[src/rtl/shift_pipe_monitor.sv]
// shift_pipe_monitor: receiving-end checker for a two-stage shift pipeline
// (a -> b -> c). It keeps its own history of a and compares both stage
// outputs against it. It counts compare cycles and mismatch cycles, and it
// can stop on the first error.
// Build option: define PIPE_MON_BLOCKING_EN to check a blocking-style
// pipeline, where b and c both equal a from one edge earlier and the
// warm-up depth is 1. By default it checks a nonblocking pipeline, where
// c lags by two edges and the warm-up depth is 2.
module shift_pipe_monitor #(
  parameter int WIDTH       = 4,
  parameter int CNT_W       = 8,
  parameter int STOP_ON_ERR = 0
) (
  input  logic             clk,
  input  logic             rst_n,
  input  logic             en,
  input  logic             clr,
  input  logic [WIDTH-1:0] a,
  input  logic [WIDTH-1:0] b,
  input  logic [WIDTH-1:0] c,
  output logic             err_b,
  output logic             err_c,
  output logic             sticky_err,
  output logic [CNT_W-1:0] chk_cnt,
  output logic [CNT_W-1:0] mis_cnt,
  output logic [1:0]       state
);

`ifdef PIPE_MON_BLOCKING_EN
  localparam int DEPTH = 1;
`else
  localparam int DEPTH = 2;
`endif
  localparam logic [1:0] DEPTH_W = 2'(DEPTH);

  typedef enum logic [1:0] {
    IDLE  = 2'd0,
    WARM  = 2'd1,
    CHECK = 2'd2,
    HALT  = 2'd3
  } state_t;

  state_t           state_q, state_d;
  logic [1:0]       warm_q, warm_d;
  logic [WIDTH-1:0] h1_q;
  logic [WIDTH-1:0] exp_c;
  logic             hist_shift, hist_clr, cmp_en;
  logic             mis_b, mis_c, mis_any;
  logic [CNT_W-1:0] chk_q, chk_d, mis_q, mis_d;
  logic             sticky_q, sticky_d;
  logic             err_b_q, err_c_q;

  // Counters stick at all-ones instead of wrapping.
  function automatic logic [CNT_W-1:0] sat_inc(input logic [CNT_W-1:0] v);
    return (&v) ? v : v + CNT_W'(1);
  endfunction

`ifdef PIPE_MON_BLOCKING_EN
  assign exp_c = h1_q;
`else
  logic [WIDTH-1:0] h2_q;
  assign exp_c = h2_q;

  // Second history tap: a from two enabled edges earlier.
  always_ff @(posedge clk or negedge rst_n) begin
    if (!rst_n)          h2_q <= '0;
    else if (hist_clr)   h2_q <= '0;
    else if (hist_shift) h2_q <= h1_q;
  end
`endif

  // First history tap: a from one enabled edge earlier.
  always_ff @(posedge clk or negedge rst_n) begin
    if (!rst_n)          h1_q <= '0;
    else if (hist_clr)   h1_q <= '0;
    else if (hist_shift) h1_q <= a;
  end

  assign mis_b   = (b != h1_q);
  assign mis_c   = (c != exp_c);
  assign mis_any = mis_b | mis_c;

  // Next state: warm-up runs DEPTH enabled edges (the IDLE exit edge counts)
  // before compares start. Dropping en always returns to IDLE.
  always_comb begin
    state_d    = state_q;
    warm_d     = warm_q;
    hist_shift = 1'b0;
    hist_clr   = 1'b0;
    cmp_en     = 1'b0;
    if (!en) begin
      state_d  = IDLE;
      warm_d   = '0;
      hist_clr = 1'b1;
    end else begin
      case (state_q)
        IDLE, WARM: begin
          hist_shift = 1'b1;
          warm_d     = warm_q + 2'd1;
          if (warm_q + 2'd1 >= DEPTH_W) state_d = CHECK;
          else                          state_d = WARM;
        end
        CHECK: begin
          hist_shift = 1'b1;
          cmp_en     = 1'b1;
          // A clear in the same cycle wins over stopping.
          if ((STOP_ON_ERR != 0) && mis_any && !clr) state_d = HALT;
        end
        HALT: begin
          if (clr) begin
            state_d = WARM;
            warm_d  = '0;
          end
        end
        default: state_d = IDLE;
      endcase
    end
  end

  // Counter and sticky-error update. clr overrides a same-cycle mismatch.
  always_comb begin
    chk_d    = chk_q;
    mis_d    = mis_q;
    sticky_d = sticky_q;
    if (cmp_en) begin
      chk_d = sat_inc(chk_q);
      if (mis_any) begin
        mis_d    = sat_inc(mis_q);
        sticky_d = 1'b1;
      end
    end
    if (clr) begin
      chk_d    = '0;
      mis_d    = '0;
      sticky_d = 1'b0;
    end
  end

  // State, warm-up count, counters and error pulses are all registered.
  always_ff @(posedge clk or negedge rst_n) begin
    if (!rst_n) begin
      state_q  <= IDLE;
      warm_q   <= '0;
      chk_q    <= '0;
      mis_q    <= '0;
      sticky_q <= 1'b0;
      err_b_q  <= 1'b0;
      err_c_q  <= 1'b0;
    end else begin
      state_q  <= state_d;
      warm_q   <= warm_d;
      chk_q    <= chk_d;
      mis_q    <= mis_d;
      sticky_q <= sticky_d;
      err_b_q  <= cmp_en & mis_b;
      err_c_q  <= cmp_en & mis_c;
    end
  end

  assign err_b      = err_b_q;
  assign err_c      = err_c_q;
  assign sticky_err = sticky_q;
  assign chk_cnt    = chk_q;
  assign mis_cnt    = mis_q;
  assign state      = state_q;

endmodule

[config.mk]
export PLATFORM = sky130hd
export DESIGN_NAME = shift_pipe_monitor
export DESIGN_NICKNAME = d
export VERILOG_FILES = /design/src/rtl/shift_pipe_monitor.sv
export SDC_FILE = /design/constraint.sdc
export NUM_CORES = 1
export LEC_CHECK = 0
export ABC_AREA = 1
export CORE_MARGIN = 5
export CORE_UTILIZATION = 47
export CTS_BUF_LIST = sky130_fd_sc_hd__clkbuf_16
export CTS_CLUSTER_SIZE = 25
export DETAILED_ROUTE_END_ITERATION = 16
export GPL_TIMING_DRIVEN = 0
export HOLD_SLACK_MARGIN = 0.05
export PLACE_DENSITY = 0.83
export SLEW_MARGIN = 25
export SYNTH_ARGS = -nofsm -noshare
export SYNTH_HDL_FRONTEND = slang
export SYNTH_SLANG_ARGS = --single-unit
[constraint.sdc]
create_clock -name clk -period 1.6 [get_ports clk]
set_clock_uncertainty 0.1 [all_clocks]
set_input_delay 0.24 -clock clk [delete_from_list [all_inputs] [get_ports clk]]
set_output_delay 0.24 -clock clk [all_outputs]
set_load 0.005 [all_outputs]
# [Word-level counts from Yosys, hierarchy flattened]
# Cells that the tools add are included.
[totals] ff_bits=31 input_bits=16 elab_cells=62 out_inout_bits=21
[classes] reduce_logical=11 n_eq_ne=10 add_sub_neg=3 n_bitwise=3 mux=25 n_lt_le_gt_ge=1
[op_table] operator="$mux 8" count=7
[op_table] operator="$add 8x1->8 const B" count=2
[op_table] operator="$mux 4" count=4
[op_table] operator="$reduce_and 8->1" count=2
[op_table] operator="$mux 2" count=5
[op_table] operator="$ne 4x4->1" count=2
[op_table] operator="$pmux 2 s2" count=2
[op_table] operator="$mux 1" count=7
[op_table] operator="$reduce_and 2->1" count=3
[op_table] operator="$eq 2x2->1 const B" count=2
[op_table] operator="$ne 2x2->1 const B" count=2
[op_table] operator="$reduce_bool 2->1" count=2
[op_table] operator="$ne 3x1->1 const B" count=1
[op_table] operator="$ne 3x3->1 const B" count=1
[op_table] operator="$reduce_and 3->1" count=1
[op_table] operator="$reduce_or 3->1" count=1
[op_table] operator="$add 2x1->2 const B" count=1
[op_table] operator="$and 1x1->1" count=2
[op_table] operator="$eq 2x1->1 const B" count=1
[op_table] operator="$ge 2x2->1 const B" count=1
[op_table] operator="$logic_not 2->1" count=1
[op_table] operator="$ne 2x1->1 const B" count=1
[op_table] operator="$reduce_or 2->1" count=1
[op_table] operator="$or 1x1->1" count=1

# [Depth between registers and ports, before layout]
[logic_depth] ltp_word=6 depth_mapped=10 mapped_depth_nobuf=10

# [Worst setup path before layout]
# No wires, ideal clock.
[synth_timing] path_type="register to register" startpoint="register mis_q[0], in the netlist mis_cnt[0]" endpoint="register mis_q[7], in the netlist mis_cnt[7]" stages_incl_launch_ff=8 setup_time_ns=0.066 arrival_time_ns=1.259 path_buffers=0 setup_slack_ns=0.175 period_less_slack_ns=1.425 cell_sequence="dfrtp_1 > ha_1 > nand2_1 > nor2_4 > nand4_4 > nand2_4 > nand3_1 > nand2_1"
[synth_between] elab_chain_len=5 word_cells_on_any_way=8 classes_between="add/sub (1); eq/ne (1); mux (4); reduce/logical (2)"
[synth_rtl] item="start: declaration" line_no="49" source="logic [CNT_W-1:0] chk_q, chk_d, mis_q, mis_d;"
[synth_rtl] item="start signal: assignment" line_no="153" source="mis_q <= mis_d;"
[synth_rtl] item="$add 8x1->8" line_no="55" source="return (&v) ? v : v + CNT_W'(1);"
[synth_rtl] item="$mux 8" line_no="55"
[synth_rtl] item="$mux 8" line_no="127" source="if (mis_any) begin"
[synth_rtl] item="$mux 8" line_no="125" source="if (cmp_en) begin"
[synth_rtl] item="$mux 8" line_no="132" source="if (clr) begin"
# Several ways; a longest one is shown, not always the timed one. The select of a mux whose other input is x is not followed.
# A chain may end at the register's enable or synchronous reset.

# [Final worst setup path]
[layout_timing] startpoint="register mis_q[2], in the netlist mis_cnt[2]" endpoint="output port mis_cnt[2]"
[layout_rtl] item="end: declaration" line_no="25" source="output logic [CNT_W-1:0] mis_cnt,"
# No word-level cell between the ends.

==> flow_results.org <==
** Outcome
- Run status :: complete, no violations

** STA
- The final-report hold violation count came to 0.
- The number of pins with negative max-slew slack in the final report was 0.
- Slack of the critical path :: 0.0384 ns
- Maximum clock frequency :: 0.640 GHz
- Setup repair after global routing could not meet its margin everywhere.
- Hold Slack :: roughly 0.15 ns
- Transition time at the pin with the least slew margin :: ~0.68 ns
- The worst path uses between 90% and 100% of the clock period.
- Subtracting the final worst setup slack from the clock period gives approximately 1.6 ns.
- Remaining max-slew budget at the tightest pin :: between 50% and 60%
- In the final timing run, aggregate negative setup slack is 0 ns.
- Number of endpoints failing setup at the final stage :: 0

** Pwr
- Static Leak :: between 1 and 1.5 nW
- Across the VDD grid, the largest voltage drop is between 0.0004 and 0.0005 V.
- Power density normalized to cell area :: between 1000 and 1500 nW/um^2

** Cells and area
- Top library cells by usage in the layout, fill and taps aside :: nand2_1 (63), inv_1 (35), clkdlybuf4s50_1 (28), dfrtp_1 (19), nand3_1 (15)
- Area occupied by multi-input gates :: around 870 um^2
- Area delta synth->final :: 41.1%
- Counting the fill cells in the layout gives 301.
- Across the whole layout, storage elements account for between 700 and 800 um^2.
- Of the cells placed in the final design, the portion with a size suffix greater than 1 is between 20 and 25%.
- Antenna fix cells :: 0
- Post-layout nets :: ~300
- Most common cell after layout, fill and taps aside :: nand2_1

** Global route
- The initial antenna violation count came to 0.
- Via count of the first global-routing pass :: 1,462
- The first global-routing pass estimated approximately 6.6 mm of wire.
- Maximum number of pins on one net before global-route repair :: 31
- Summed over all layers, the global routing overflow is 0.
- Global routing used 16.2% of the available tracks across all layers.

** Clock network
- Counting every sink on the clock net gives 30.
- TritonCTS created 5 clock buffers.
- Clock latency of the later-clocked register in the worst-skew pair :: 0.27 ns
- CTS tree :: done
- The H-tree generated during clock tree synthesis spans 2 levels.
- Clock-pin slew was measured on the worst setup and hold paths at around 0.050 ns.
- CTS Buffer Depth :: 2
- CTS placed an instance of clkbuf_16 at the clock tree root.

** Floorplan
- Measured along the x axis, the die boundary spans slightly above 70 um.
- Pin placement for this block handled 37 I/O pins.
- Core region area :: 3630 um^2
- The floorplan step set the die height to around 71 um.
- Effective utilization at floorplan :: 48.5%
- Die Footprint :: slightly above 5000 um^2
- The floorplan has 22 rows.

** Setup path
- The critical path goes through clkdlybuf4s50_1.
- In this run the worst path has a maximum fanout of 6.
- CP peak stage delay :: 0.52 ns
- Worst endpoint required time :: around 1.3 ns
- For the worst setup path, the data arrival time is between 1 and 1.5 ns.
- Crit path buffers/inverters :: 1
- Worst setup path class :: reg -> out
- Type of origin of the critical path :: register
- STA classifies the critical path endpoint as an output port.
- The largest individual stage delay along the critical path comes from the cell clkdlybuf4s50_1.
- Kind of cell adding the most delay to the critical path :: buffers and inverters

** Place
- After legalization and detailed placement, the total HPWL measured approximately 2.8 mm.
- Weighted congestion reported at the end of routability-driven placement :: approximately 0.8
- Timing analysis after detailed placement gives a worst setup slack of -0.227 ns.
- Buffers on Ports :: 35

** Job
- Count of maximum capacitance violations :: 0

** Yosys
- The biggest area contributor in the post-synthesis netlist is dfrtp_1.
- The synthesized design devotes to its leading area cell type a little over two fifths of total area.
- Post-synthesis cell count :: ~230
- Count of state elements after synthesis :: 30
- Average cell area after synthesis :: 7.79 um^2
- Count of unique library cells instantiated by Yosys :: 29
- Ranked by total cell area, the synthesized netlist is headed by dfrtp_1 (43%), nand2_1 (15%), inv_1 (7.2%).
- Sequential-to-total area share from yosys stat :: 42.6%
- Netlist Area Pre-Place :: roughly 1800 um^2
- Counting every net in the synthesized netlist gives about 240.
- Synth warn :: 0

** Drt
- Number of antenna-violating nets in the routed design :: 0
- The final layout contains routed wiring with a total length of 4.27 mm.
- Violation count after the first detailed-routing iteration :: 76
- In the routed design, unresolved DRC markers number 0.
- Pre-Repair DR Iteration Count :: 4
- Detailed routing inserted a total of between 1,500 and 2,000 vias.
- In the routed layout, each cell is associated on average with a via count of just under 5.
- After detailed routing, the average wire length per cell comes to around 13 um.

** Min path
- In this run the worst hold path is classified as in -> reg.
[power breakdown]
| group | total, mW | switching (mW) | internal (mW) |
|---|---|---|---|
| Sequential | 0.948 | 0.0798 | 0.868 |
| Clock | 0.873 | 0.313 | 0.560 |
| Combinational | 0.709 | 0.379 | 0.331 |
| Total | 2.53 | 0.771 | 1.76 |
[flip-flops by register name, indices dropped and copies added (netlist names)]
signal / count
err_b: 1
chk_cnt: 8
state: 2
mis_cnt: 8
h1_q: 4
warm_q: 1
exp_c: 4
err_c: 1
sticky_err: 1
[synthesized netlist by cell type, drive strengths merged]
cell / count
nand3: 20
dfrtp: 30
xor2: 5
or2: 1
o32ai: 1
nand4: 12
clkbuf: 3
nand2: 72
o21ai: 14
ha: 2
nor2: 14
a31o: 1
inv: 39
o22ai: 4
a21oi: 4
buf: 3
o21bai: 1
[path summary, 6_finish.rpt]
check / startpoint / endpoint / slack, ns / depth (start not counted)
worst max register to register: mis_cnt[1] / mis_cnt[7] / 0.07 / 7
worst max-delay path: mis_cnt[2] / mis_cnt[2] / 0.04 / 1
worst min-delay path: en / state[1] / 0.15 / 3
worst min register to register: warm_q[0] / warm_q[0] / 0.39 / 1
max in group asynchronous: rst_n / mis_cnt[0] / 0.47 / 2
min in group asynchronous: rst_n / mis_cnt[5] / 0.45 / 2
[layer usage]
layer,global-route usage (%),vias to the layer above,wire length (um),part of all wire (%)
met4,6.26,0,52,1.2
met3,5.11,6,193,4.5
met1,19.9,756,1890,44
met5,0,-,0,0
li1,-,836,-,-
met2,26.4,34,2130,50
[cell families (layout without fill, tap and decap cells)]
logic type	count (synthesis)	count (layout)	synth area share, %
and+or+nand+nor	119	120	34.1
xor gates and xnor gates	5	5	2.49
DFF	30	30	42.6
adders and majority gates	2	2	1.42
buffers and inverters	45	100	10.7
AOI/OAI and AO/OA	25	25	8.60
[layout make-up]
type,instances,share of cell area (%)
tap,48,2.42
multi-input combinational,152,35.1
buffer,6,1.76
timing repair buffer,47,18.4
clock inverter,3,0.504
inverter,39,5.99
clock buffer,5,5.04
sequential,30,30.8
[stage by stage]
step | utilization [%] | area, um^2 | cells | power, mW
after floorplan | - | 1760 | 226 | 1.32
after global placement | 59.7 | 2170 | 309 | 1.58
after detailed placement | 59.6 | 2170 | 309 | 1.59
after CTS | 63.8 | 2320 | 318 | 2.48
after global routing | 68.4 | 2480 | 330 | 2.67
final | 68.4 | 2480 | 330 | 2.53
[what timing repair did]
action | CTS | global route
hold endpoints to repair | 30 | 0
setup buffers | 0 | 10
pin swaps | 1 | 8
cloned | 0 | 2
hold buffers | 1 | 0
gates resized for setup | 5 | 29
setup endpoints to repair | 6 | 24
(Power assumes the default switching activity.)
